[src/rtl/seven_segment_scanner_pkg.sv]
// seven_segment_scanner_pkg
// Shared definitions for the seven-segment display path: active-low glyph
// constants (bit0 = a ... bit6 = g), the segment bus width, the digit that
// carries the colon, and the scan-slot length derivation.
`timescale 1ns/1ps
package seven_segment_scanner_pkg;

  localparam int SEGMENT_WIDTH = 7;
  localparam int BCD_WIDTH     = 4;
  localparam int COLON_DIGIT   = 2;

  typedef logic [SEGMENT_WIDTH-1:0] segment_t;

  // Active-low: a 0 bit lights the segment.
  localparam segment_t GLYPH_0    = 7'h40;
  localparam segment_t GLYPH_1    = 7'h79;
  localparam segment_t GLYPH_2    = 7'h24;
  localparam segment_t GLYPH_3    = 7'h30;
  localparam segment_t GLYPH_4    = 7'h19;
  localparam segment_t GLYPH_5    = 7'h12;
  localparam segment_t GLYPH_6    = 7'h02;
  localparam segment_t GLYPH_7    = 7'h78;
  localparam segment_t GLYPH_8    = 7'h00;
  localparam segment_t GLYPH_9    = 7'h10;
  localparam segment_t GLYPH_DASH = 7'h3F;
  localparam segment_t GLYPH_OFF  = 7'h7F;

  // Clock cycles spent on each digit so that all digits are scanned
  // frame_hz times per second (integer division, remainder dropped).
  function automatic int slot_cycles(input int clk_hz, input int frame_hz,
                                     input int digits);
    return clk_hz / (frame_hz * digits);
  endfunction

endpackage

[src/rtl/seven_segment_scanner_bcd_to_segments.sv]
// bcd_to_segments
// Combinational BCD to active-low seven-segment glyph. Codes above 9 show a
// dash so corrupted upstream values are visible rather than silently wrong.
// Ports:
//   bcd      in  4-bit BCD digit
//   segments out 7-bit glyph, bit0 = a ... bit6 = g, active-low
`timescale 1ns/1ps
module bcd_to_segments
  import seven_segment_scanner_pkg::*;
(
  input  logic [BCD_WIDTH-1:0]     bcd,
  output logic [SEGMENT_WIDTH-1:0] segments
);

  always_comb begin
    segments = GLYPH_DASH;
    case (bcd)
      4'd0:    segments = GLYPH_0;
      4'd1:    segments = GLYPH_1;
      4'd2:    segments = GLYPH_2;
      4'd3:    segments = GLYPH_3;
      4'd4:    segments = GLYPH_4;
      4'd5:    segments = GLYPH_5;
      4'd6:    segments = GLYPH_6;
      4'd7:    segments = GLYPH_7;
      4'd8:    segments = GLYPH_8;
      4'd9:    segments = GLYPH_9;
      default: segments = GLYPH_DASH;
    endcase
  end

endmodule

[src/rtl/seven_segment_scanner.sv]
// seven_segment_scanner
// Time-multiplexed driver for a common-anode multi-digit seven-segment
// display. A frame-coherent snapshot of the packed BCD value is scanned one
// digit per slot; each slot starts with an all-off interval to suppress
// ghosting. Optional leading-zero blanking and a colon on digit 2.
// Ports:
//   clk                 in  system clock
//   rst                 in  asynchronous reset, active-low
//   number              in  packed BCD, digit i at [4i+3:4i]
//   blank_leading_zeros in  1 = blank leading zero digits (live)
//   colon_on            in  1 = light dp on digit 2 (live)
//   segments            out glyph of the selected digit, active-low
//   dp                  out decimal point, active-low
//   digit_select        out one-cold digit enable, active-low
`timescale 1ns/1ps
module seven_segment_scanner
  import seven_segment_scanner_pkg::*;
#(
  parameter int NUMBER_OF_DIGITS            = 4,
  parameter int NUMBER_OF_BITS_PER_DIGIT    = 4,
  parameter int BOARD_CLOCK_FREQUENCY_IN_HZ = 100_000_000,
  parameter int FRAME_RATE_IN_HZ            = 1000,
  parameter int BLANK_CYCLES                = 250
) (
  input  logic                                                 clk,
  input  logic                                                 rst,
  input  logic [NUMBER_OF_DIGITS*NUMBER_OF_BITS_PER_DIGIT-1:0] number,
  input  logic                                                 blank_leading_zeros,
  input  logic                                                 colon_on,
  output logic [SEGMENT_WIDTH-1:0]                             segments,
  output logic                                                 dp,
  output logic [NUMBER_OF_DIGITS-1:0]                          digit_select
);

  localparam int N               = NUMBER_OF_DIGITS;
  localparam int B               = NUMBER_OF_BITS_PER_DIGIT;
  localparam int SLOT_CYCLES     = slot_cycles(BOARD_CLOCK_FREQUENCY_IN_HZ,
                                               FRAME_RATE_IN_HZ, N);
  localparam int PRESCALER_WIDTH = (SLOT_CYCLES > 1) ? $clog2(SLOT_CYCLES) : 1;
  localparam int INDEX_WIDTH     = (N > 1) ? $clog2(N) : 1;

  localparam logic [PRESCALER_WIDTH-1:0] PRESCALER_LAST = PRESCALER_WIDTH'(SLOT_CYCLES - 1);
  localparam logic [PRESCALER_WIDTH-1:0] BLANK_LIMIT    = PRESCALER_WIDTH'(BLANK_CYCLES);
  localparam logic [INDEX_WIDTH-1:0]     INDEX_LAST     = INDEX_WIDTH'(N - 1);
  localparam logic [INDEX_WIDTH-1:0]     COLON_INDEX    = INDEX_WIDTH'(COLON_DIGIT);

  logic [PRESCALER_WIDTH-1:0] prescaler_reg;
  logic [INDEX_WIDTH-1:0]     index_reg;
  logic [N*B-1:0]             snapshot_reg;
  logic [SEGMENT_WIDTH-1:0]   segments_reg, segments_next;
  logic                       dp_reg, dp_next;
  logic [N-1:0]               digit_select_reg, digit_select_next;

  logic [B-1:0]               digit_values [N];
  logic [N-1:0]               suppressed;
  logic [SEGMENT_WIDTH-1:0]   glyph;
  logic                       all_zero_above;

  genvar gi;
  generate
    for (gi = 0; gi < N; gi++) begin : g_digit
      assign digit_values[gi] = snapshot_reg[gi*B +: B];
    end
  endgenerate

  // Digit i is a leading zero when it and every more-significant digit are
  // zero. Digit 0 always shows so a zero value never leaves a dark display.
  always_comb begin
    all_zero_above = 1'b1;
    suppressed     = '0;
    for (int i = N - 1; i >= 1; i--) begin
      all_zero_above = all_zero_above && (digit_values[i] == '0);
      suppressed[i]  = blank_leading_zeros && all_zero_above;
    end
  end

  bcd_to_segments u_decoder (
    .bcd      (digit_values[index_reg]),
    .segments (glyph)
  );

  // Output values computed from the current scan state; the output
  // registers add the single cycle of latency.
  always_comb begin
    segments_next     = GLYPH_OFF;
    dp_next           = 1'b1;
    digit_select_next = '1;
    if ((prescaler_reg >= BLANK_LIMIT) && !suppressed[index_reg]) begin
      segments_next     = glyph;
      dp_next           = !(colon_on && (index_reg == COLON_INDEX));
      digit_select_next = ~(N'(1) << index_reg);
    end
  end

  always_ff @(posedge clk or negedge rst) begin
    if (!rst) begin
      prescaler_reg    <= '0;
      index_reg        <= '0;
      snapshot_reg     <= '0;
      segments_reg     <= GLYPH_OFF;
      dp_reg           <= 1'b1;
      digit_select_reg <= '1;
    end else begin
      if (prescaler_reg == PRESCALER_LAST) begin
        prescaler_reg <= '0;
        index_reg     <= (index_reg == INDEX_LAST) ? '0 : index_reg + INDEX_WIDTH'(1);
      end else begin
        prescaler_reg <= prescaler_reg + PRESCALER_WIDTH'(1);
      end
      // Capture once per frame, while digit 0 is still blanked, so a whole
      // frame shows one coherent value.
      if ((prescaler_reg == '0) && (index_reg == '0)) begin
        snapshot_reg <= number;
      end
      segments_reg     <= segments_next;
      dp_reg           <= dp_next;
      digit_select_reg <= digit_select_next;
    end
  end

  assign segments     = segments_reg;
  assign dp           = dp_reg;
  assign digit_select = digit_select_reg;

endmodule

[config.mk]
export PLATFORM = sky130hd
export DESIGN_NAME = seven_segment_scanner
export DESIGN_NICKNAME = d
export VERILOG_FILES = /design/src/rtl/seven_segment_scanner_pkg.sv /design/src/rtl/seven_segment_scanner_bcd_to_segments.sv /design/src/rtl/seven_segment_scanner.sv
export SDC_FILE = /design/constraint.sdc
export NUM_CORES = 1
export LEC_CHECK = 0
export BUFFER_PORTS_ARGS = -buffer_cell sky130_fd_sc_hd__buf_2
export CAP_MARGIN = 20
export CORE_MARGIN = 1
export CORE_UTILIZATION = 35
export CTS_CLUSTER_SIZE = 28
export DETAILED_ROUTE_END_ITERATION = 8
export PLACE_DENSITY = 0.53
export SLEW_MARGIN = 15
export SYNTH_ARGS = -nofsm -noshare
export SYNTH_HDL_FRONTEND = slang
export SYNTH_SLANG_ARGS = --single-unit
[constraint.sdc]
create_clock -name clk -period 6.2 [get_ports clk]
set_input_delay 0.31 -clock clk [delete_from_list [all_inputs] [get_ports clk]]
set_output_delay 0.31 -clock clk [all_outputs]
set_load 0.005 [all_outputs]
After elaboration in Yosys (flattened, before gate mapping) --
Memory sizes are Yosys's and may differ from the RTL's. Cells that the tools add are included.
Operators by class: $add $sub $neg 2, magnitude comparators 3, equal/unequal tests 3, shifts and indexed selects 1, muxes and demuxes 10, bitwise logic cells 2, reduce and logical (&&, ||, !) cells 15
Operators by type and width (count):
- adder 15 x 1 -> 15 bit, second input constant | 1
- == test 15 bit, second input constant | 1
- greater-or-equal comparator 15 x 8 -> 1 bit, second input constant | 1
- zero test 15 bit | 1
- 2-to-1 mux 15 bit | 1
- zero test 4 bit | 3
- 2-to-1 mux 4 bit | 3
- binary-select mux 4 bit (select 2 bit) | 1
- logical AND 1 bit | 8
- 2-to-1 mux 7 bit | 1
- == test 2 bit, second input constant | 2
- NOT 4 bit | 1
- << shifter 1 x 2 -> 4 bit, first input constant | 1
- greater-or-equal comparator 3 bit, second input constant | 1
- < comparator 2 x 3 -> 1 bit, second input constant | 1
- NOT 2 -> 3 bit | 1
- adder 2 x 1 -> 2 bit, second input constant | 1
- binary-select mux 1 bit (select 2 bit) | 1
- zero test 1 bit | 2
- zero test 2 bit | 1
- 2-to-1 mux 1 bit | 2
- 2-to-1 mux 2 bit | 1
Storage, ports and cells: register bits 45, ROM bits 112, input port bits 20, output and inout bits 12, logic and storage cells 43, memories 1
Memories:
- (no name shown) | words 16, width 7, rd ports 1, clocked after memory_dff 0, wr ports 0, line seven_segment_scanner_bcd_to_segments.sv:17 | case (bcd)

Longest topological paths before layout --
Gate-level depths: netlist of the first run.
depth after elaboration 9, gate-level depth with buffers 9, depth with buffers taken out 7

Modules after synthesis --
Synthesis of the first run repeated with hierarchy kept, for this count alone.
Second synthesis, totals: cells, all modules 197, area, all modules 2294.7 µm²
By module, submodules not included:
- seven_segment_scanner | times used 1, cells each 166, area an instance 2054.5 µm², sequential area each 1141.1 µm²
- bcd_to_segments | times used 1, cells each 31, area an instance 240.2 µm², sequential area each 0.0 µm²

Worst setup path before layout of the first run --
OpenSTA, ideal clock, no wires.
kind register -> register, from register index_reg[0], to register snapshot_reg[0], library setup time 125 ps, arrival time 2093 ps, required time 6075 ps, setup slack 3982 ps, stages on the path, launching flop included 10, buffers on the path 3, clock period less this slack 2218 ps, cell sequence dfrtp_1 clkbuf_1 inv_1 ha_1 nand2_1 nor4_1 or4b_1 buf_6 buf_12 mux2_4
Between the ends: longest elaborated chain between the ends 2
RTL lines:
- from (decl) | line seven_segment_scanner.sv:48 | logic [INDEX_WIDTH-1:0] index_reg;
- from (signal assigned) | line seven_segment_scanner.sv:106 | index_reg <= (index_reg == INDEX_LAST) ? '0 : index_reg + INDEX_WIDTH'(1);
- zero test 2 bit | line seven_segment_scanner.sv:112 | if ((prescaler_reg == '0) && (index_reg == '0)) begin
- logical AND 1 bit | line seven_segment_scanner.sv:112
- to (signal assigned) | line seven_segment_scanner.sv:113 | snapshot_reg <= number;
- to (decl) | line seven_segment_scanner.sv:49 | logic [N*B-1:0] snapshot_reg;
Every way passes these cells. A chain may end at the register's enable or synchronous reset.

Worst setup path in the final report of the first run --
from register index_reg[0], to register snapshot_reg[12]
Same word-level chain as after synthesis.

==> results of run 1 <==
## worst register-to-register path, cell delays in order (launching register included)
cell     delay [ps]
dfrtp_1         520
inv_1           190
ha_1            210
nand2_1          70
nor4_1          180
or4b_1          880
mux2_4          450
## through the flow
stage	area [um^2]	setup WS [ps]	power, W
finish	2590	3600	0.000545
global route	2590	3420	0.000571
CTS	2560	3600	0.000553
detailed placement	2450	3660	0.000339
global placement	2450	3710	0.000339
floorplan	2260	3980	0.000323
## final timing paths
| kind | to | slack (ps) | depth (start not counted) |
|---|---|---|---|
| setup / recovery | snapshot_reg[12] | 3600 | 6 |
| hold reg to reg | prescaler_reg[6] | 490 | 1 |
| hold / removal | snapshot_reg[5] | -20 | 1 |
| min in group clk | dp | 180 | 2 |
| max in group asynchronous | digit_select[0] | 5640 | 2 |
| setup reg to reg | snapshot_reg[12] | 3600 | 6 |
## cell usage after synthesis, types with 2 or more instances
| cell type | count |
|---|---|
| ha_1 | 12 |
| a21oi_1 | 5 |
| xor2_1 | 7 |
| o211ai_1 | 4 |
| mux2_2 | 6 |
| mux2_4 | 10 |
| nor2_1 | 12 |
| nor4_1 | 3 |
| mux4_2 | 4 |
| o21ai_0 | 4 |
| nand3_1 | 13 |
| or3_1 | 3 |
| dfrtp_1 | 33 |
| xnor2_1 | 4 |
| or4_1 | 3 |
| nor2b_1 | 2 |
| and3_1 | 3 |
| dfstp_2 | 12 |
| nor3_1 | 2 |
| inv_1 | 9 |
| clkbuf_1 | 8 |
| nand4_1 | 6 |
| nand2_1 | 9 |
## layout make-up
class | instances | area [um^2]
multi-input combinational | 124 | 1020
clock buffer | 6 | 93.8
tap | 75 | 93.8
timing repair buffer | 33 | 190
sequential | 45 | 1140
inverter | 9 | 33.8
fill | 614 | 3470
clock inverter | 2 | 15.0
## where the power goes
group          leakage, nW  switching [W]  total (W)  internal (W)
clock network       0.0569       0.000105   0.000210      0.000105
logic                0.559      0.0000150  0.0000319     0.0000168
registers            0.536     0.00000442   0.000303      0.000299
total                 1.15       0.000124   0.000545      0.000421
## cells by family after synthesis
group | Yosys count | share of synthesized area [%]
simple gates | 62 | 14.9
flops | 45 | 50.6
mux | 21 | 14.1
buf+inv | 19 | 4.22
compound gates | 18 | 5.27
fa+ha+maj | 12 | 6.66
xor+xnor | 11 | 4.27
## cells in the final DEF, fill, tap and decap left out, types with 2 or more instances in the layout
cell type / count
dfrtp_1: 33
buf_2: 31
nand3_1: 13
nor2_1: 12
ha_1: 12
dfstp_2: 12
mux2_4: 10
inv_1: 9
nand2_1: 9
xor2_1: 7
nand4_1: 6
mux2_2: 6
a21oi_1: 5
clkbuf_8: 5
mux4_2: 4
o211ai_1: 4
o21ai_0: 4
xnor2_1: 4
or3_1: 3
or4_1: 3
nor4_1: 3
and3_1: 3
nor2b_1: 2
nor3_1: 2
## routing by layer
metal / GRT usage, % / vias up / routed length, um
met5: 0 / - / 0
met4: 4.74 / 0 / 44
met3: 3.30 / 5 / 196
met2: 18.8 / 35 / 1690
met1: 21.7 / 722 / 2250
li1: - / 726 / -
==> flow_metrics.py, run 1 <==
metrics = {
    "timing": {
        "timing.fmax_mhz": 385,
        "finalSetupTns_ps": 0,
        "fin_crit_sh_pct": 41.9,
        "hold_violations": 21,
        "setup_viol": 0,
        "period_minus_slack_ps": 2600,
        "drv_slew": 0,
        "clock_skew_ps": 8.26,
        "holdWs_ps": -15.1,
        "max_slew_margin_pct": 35.7,
        "worstMarginPinSlew_ps": 956,
        "rsz0062_at_grt": "no",
    },
    "cts": {
        "post-cts-setup-buffers": 0,
        "clock_sinks": 45,
        "ctsHoldBuffers": 0,
        "path_clk_slew_ps": 90,
        "cts_buffers": 5,
        "h-tree-depth": 2,
        "cts_root_buffer": "clkbuf_8",
        "cts_tree": "done",
        "cts_max_path_buffers": 2,
        "cts_resized": 0,
        "clk_latency_ps": 300,
    },
    "drt": {
        "drt_iter0_markers": 65,
        "wl_um": 4180,
        "dr.pass1.iters": 4,
        "vias": 1488,
        "antenna_left": 0,
        "drcViolationCount": 0,
        "wl_per_cell_um": 14.2,
        "via_per_inst": 5.06,
    },
    "global_routing": {
        "grt_antenna_before_repair": 0,
        "grt.total_usage_pct": 14.0,
        "grt_start_max_net_pins": 46,
        "grt_pass1_vias": 1388,
        "grt_overflow": 0,
        "grt_pass1_wl_um": 7020,
    },
    "logic_synthesis": {
        "yosysTopAreaCellShare_pct": 36.6,
        "synth_warnings": 0,
        "synth_edf_count": 0,
        "synth_cell_types": 37,
        "synth_area_per_cell_um2": 12.0,
        "ys_seq_elements": 45,
        "ys.flop_type": "dfrtp_1",
        "synth-async-reset-ratio_pct": 100,
        "yosysTopAreaCell": "dfrtp_1",
        "synth.net_count": 220,
        "synth_cells": 188,
        "yosys-top-cells-area": "dfrtp_1 (37%), dfstp_2 (14%), ha_1 (6.7%), mux2_4 (6.7%), mux4_2 (4.0%)",
        "synth_seq_area_share_pct": 50.6,
        "synth_area_um2": 2260,
    },
    "critical_path": {
        "max_stage_delay_ps": 880,
        "critPathArrivalTime_ps": 2780,
        "rr_startpoint": "index_reg[0]",
        "crit_path_end_kind": "register",
        "required_ps": 6380,
        "cpMaxStageDelayCell": "or4b_1",
        "crit_chain": "inv_1, ha_1, nand2_1, nor4_1, or4b_1, mux2_4",
        "crit_family": "simple AND/OR/NAND/NOR gates",
        "worstSetupStartpointType": "register",
        "crit_buf_inv": 1,
        "worstSetupPathType": "register to register",
        "startpoint": "index_reg[0]",
        "cp_max_fo": 16,
    },
    "finish": {
        "area_growth_pct": 14.7,
        "instances_no_fill": 294,
        "drive_gt1_share_pct": 35.2,
        "n_antenna_cell": 0,
        "fin_nets": 250,
        "largest_register_ffs": 16,
        "final_util_pct": 42.7,
    },
    "worst_hold_path": {
        "min_path_type": "input pin to asynchronous set/reset pin",
    },
    "job": {
        "maxCapViolations": 0,
    },
    "place": {
        "portBuffers": 31,
        "place_hpwl_um": 2920,
        "placed_cells": 285,
        "gp_congestion": 0.713,
    },
    "floorplan": {
        "num_io_pins": 32,
        "die_width_um": 82.3,
        "dieArea_um2": 6770,
        "initial_core_util_pct": 37.2,
        "core_um2": 6060,
        "die_h_um": 82.3,
        "fp-row-count": 28,
    },
    "power": {
        "p_leak_nw": 1.15,
        "peakVddDrop_uv": 84.9,
        "p_per_area_nw_per_um2": 211,
    },
    "outcome": {
        "outcome": "finished, violations left",
        "violations": "hold timing",
    },
}
No activity file was read; power rests on OpenSTA's default activity.
==> run 2: changes to the inputs <==
--- a/config.mk
+++ b/config.mk
@@ -11,7 +11,7 @@
 export CORE_UTILIZATION = 35
 export CTS_CLUSTER_SIZE = 28
 export DETAILED_ROUTE_END_ITERATION = 8
-export PLACE_DENSITY = 0.53
+export PLACE_DENSITY = 0.55
 export SLEW_MARGIN = 15
 export SYNTH_ARGS = -nofsm -noshare
 export SYNTH_HDL_FRONTEND = slang
==> constraint.sdc (replaced) <==
create_clock -name clk -period 2.35 [get_ports clk]
set_input_delay 0.1175 -clock clk [delete_from_list [all_inputs] [get_ports clk]]
set_output_delay 0.1175 -clock clk [all_outputs]
set_load 0.005 [all_outputs]
==> flow_metrics.py, run 2 (same netlist as run 1, synthesis figures left out) <==
metrics = {
    "timing": {
        "timing.fmax_mhz": 461,
        "setup_viol": 0,
        "clock_skew_ps": 13.7,
        "period_minus_slack_ps": 2170,
        "hold_violations": 0,
        "worstMarginPinSlew_ps": 869,
        "rsz0062_at_grt": "no",
        "fin_crit_sh_pct": 92.3,
        "max_slew_margin_pct": 41.8,
        "finalSetupTns_ps": 0,
        "drv_slew": 0,
    },
    "critical_path": {
        "cp_max_fo": 16,
        "cpMaxStageDelayCell": "or4b_1",
        "crit_path_end_kind": "register",
        "crit_buf_inv": 1,
        "worstSetupStartpointType": "register",
        "required_ps": 2540,
        "max_stage_delay_ps": 460,
        "worstSetupPathType": "register to register",
        "critPathArrivalTime_ps": 2360,
        "crit_chain": "or3_1, nor4_1, or4b_1, buf_4, mux2_4",
        "crit_family": "simple AND/OR/NAND/NOR gates",
    },
    "place": {
        "portBuffers": 31,
        "placed_cells": 291,
        "place_hpwl_um": 3010,
        "gp_congestion": 0.741,
    },
    "worst_hold_path": {
        "min_path_type": "input pin to register",
    },
    "finish": {
        "multi_input_area_um2": 1020,
        "area_growth_pct": 15.4,
        "drive_gt1_share_pct": 36.3,
        "fill_cells": 596,
        "final_util_pct": 42.9,
        "most-common-layout-cells": "dfrtp_1 (33), buf_2 (31), nand3_1 (13)",
        "final_common_cell": "dfrtp_1",
        "fin_nets": 257,
        "largest_register_ffs": 16,
        "n_antenna_cell": 0,
        "ff_latch_area_um2": 1140,
        "instances_no_fill": 301,
    },
    "cts": {
        "cts_resized": 0,
        "clk_latency_ps": 300,
        "post-cts-setup-buffers": 0,
        "path_clk_slew_ps": 90,
        "clock_sinks": 45,
        "h-tree-depth": 2,
        "cts_tree": "done",
        "cts_max_path_buffers": 2,
        "cts_root_buffer": "clkbuf_8",
        "ctsHoldBuffers": 2,
        "cts_buffers": 5,
    },
    "floorplan": {
        "initial_core_util_pct": 37.2,
        "die_h_um": 82.3,
        "fp-row-count": 28,
        "core_um2": 6060,
        "num_io_pins": 32,
        "die_width_um": 82.3,
        "dieArea_um2": 6770,
    },
    "drt": {
        "drcViolationCount": 0,
        "wl_per_cell_um": 14.0,
        "vias": 1472,
        "wl_um": 4220,
        "drt_iter0_markers": 99,
        "dr.pass1.iters": 4,
        "antenna_left": 0,
        "via_per_inst": 4.89,
    },
    "power": {
        "combPwrFrac_pct": 6.1,
        "p_int_w": 0.00104,
        "clkPwrFrac_pct": 34.8,
        "power_switching_w": 0.000316,
        "p_leak_nw": 1.17,
        "swShare_pct": 23.4,
        "seqPwrFrac_pct": 59.1,
        "peakVddDrop_uv": 247,
        "p_per_area_nw_per_um2": 520,
    },
    "job": {
        "maxCapViolations": 0,
    },
    "global_routing": {
        "grt_overflow": 0,
        "grt_start_max_net_pins": 25,
        "grt_pass1_wl_um": 7220,
        "grt.total_usage_pct": 14.5,
        "grt_pass1_vias": 1490,
        "grt_antenna_before_repair": 0,
    },
    "outcome": {
        "outcome": "finished, final reports clean",
    },
}
## run 2: metal layers
metal  part of all wire, %  global-route usage, %
met1                    53                   20.7
met4                   1.6                   5.79
met5                     0                      0
met3                   4.4                   3.63
met2                    41                   21.0
## run 2: power groups by stage
stage	logic [W]	registers, W	clock network [W]
final	0.0000822	0.000800	0.000471
after global routing	0.0000936	0.000802	0.000523
after detailed placement	0.0000813	0.000814	0
after CTS	0.0000842	0.000800	0.000494
after floorplan	0.0000429	0.000810	0
after global placement	0.0000806	0.000814	0
## run 2: area by class of cell
cell class | count | share of cell area (%)
clock buffer | 5 | 2.64
timing repair buffer | 40 | 8.75
tap | 75 | 3.61
inverter | 9 | 1.30
sequential | 45 | 43.8
clock inverter | 3 | 0.673
multi-input combinational | 124 | 39.2
## run 2: worst paths after layout
path                                   from                to  slack, ps  cells past startpoint
hold reg to reg            prescaler_reg[6]  prescaler_reg[6]        500                      1
setup / recovery           prescaler_reg[4]   snapshot_reg[8]        180                      5
setup reg to reg           prescaler_reg[4]   snapshot_reg[8]        180                      5
hold / removal                    number[0]   snapshot_reg[0]         40                      2
min in group asynchronous               rst   snapshot_reg[1]        320                      2
max in group asynchronous               rst  prescaler_reg[2]       1340                      3
## run 2: per-stage QoR
step	setup slack [ps]	total power [W]	cell area [um^2]	hold slack, ps
6_report	182	0.00135	2600	39.2
5_1_grt	83.4	0.00142	2600	27.5
4_1_cts	170	0.00138	2600	25.4
3_5_place_dp	175	0.000896	2500	119
3_3_place_gp	203	0.000895	2500	116
2_1_floorplan	132	0.000852	2260	-178
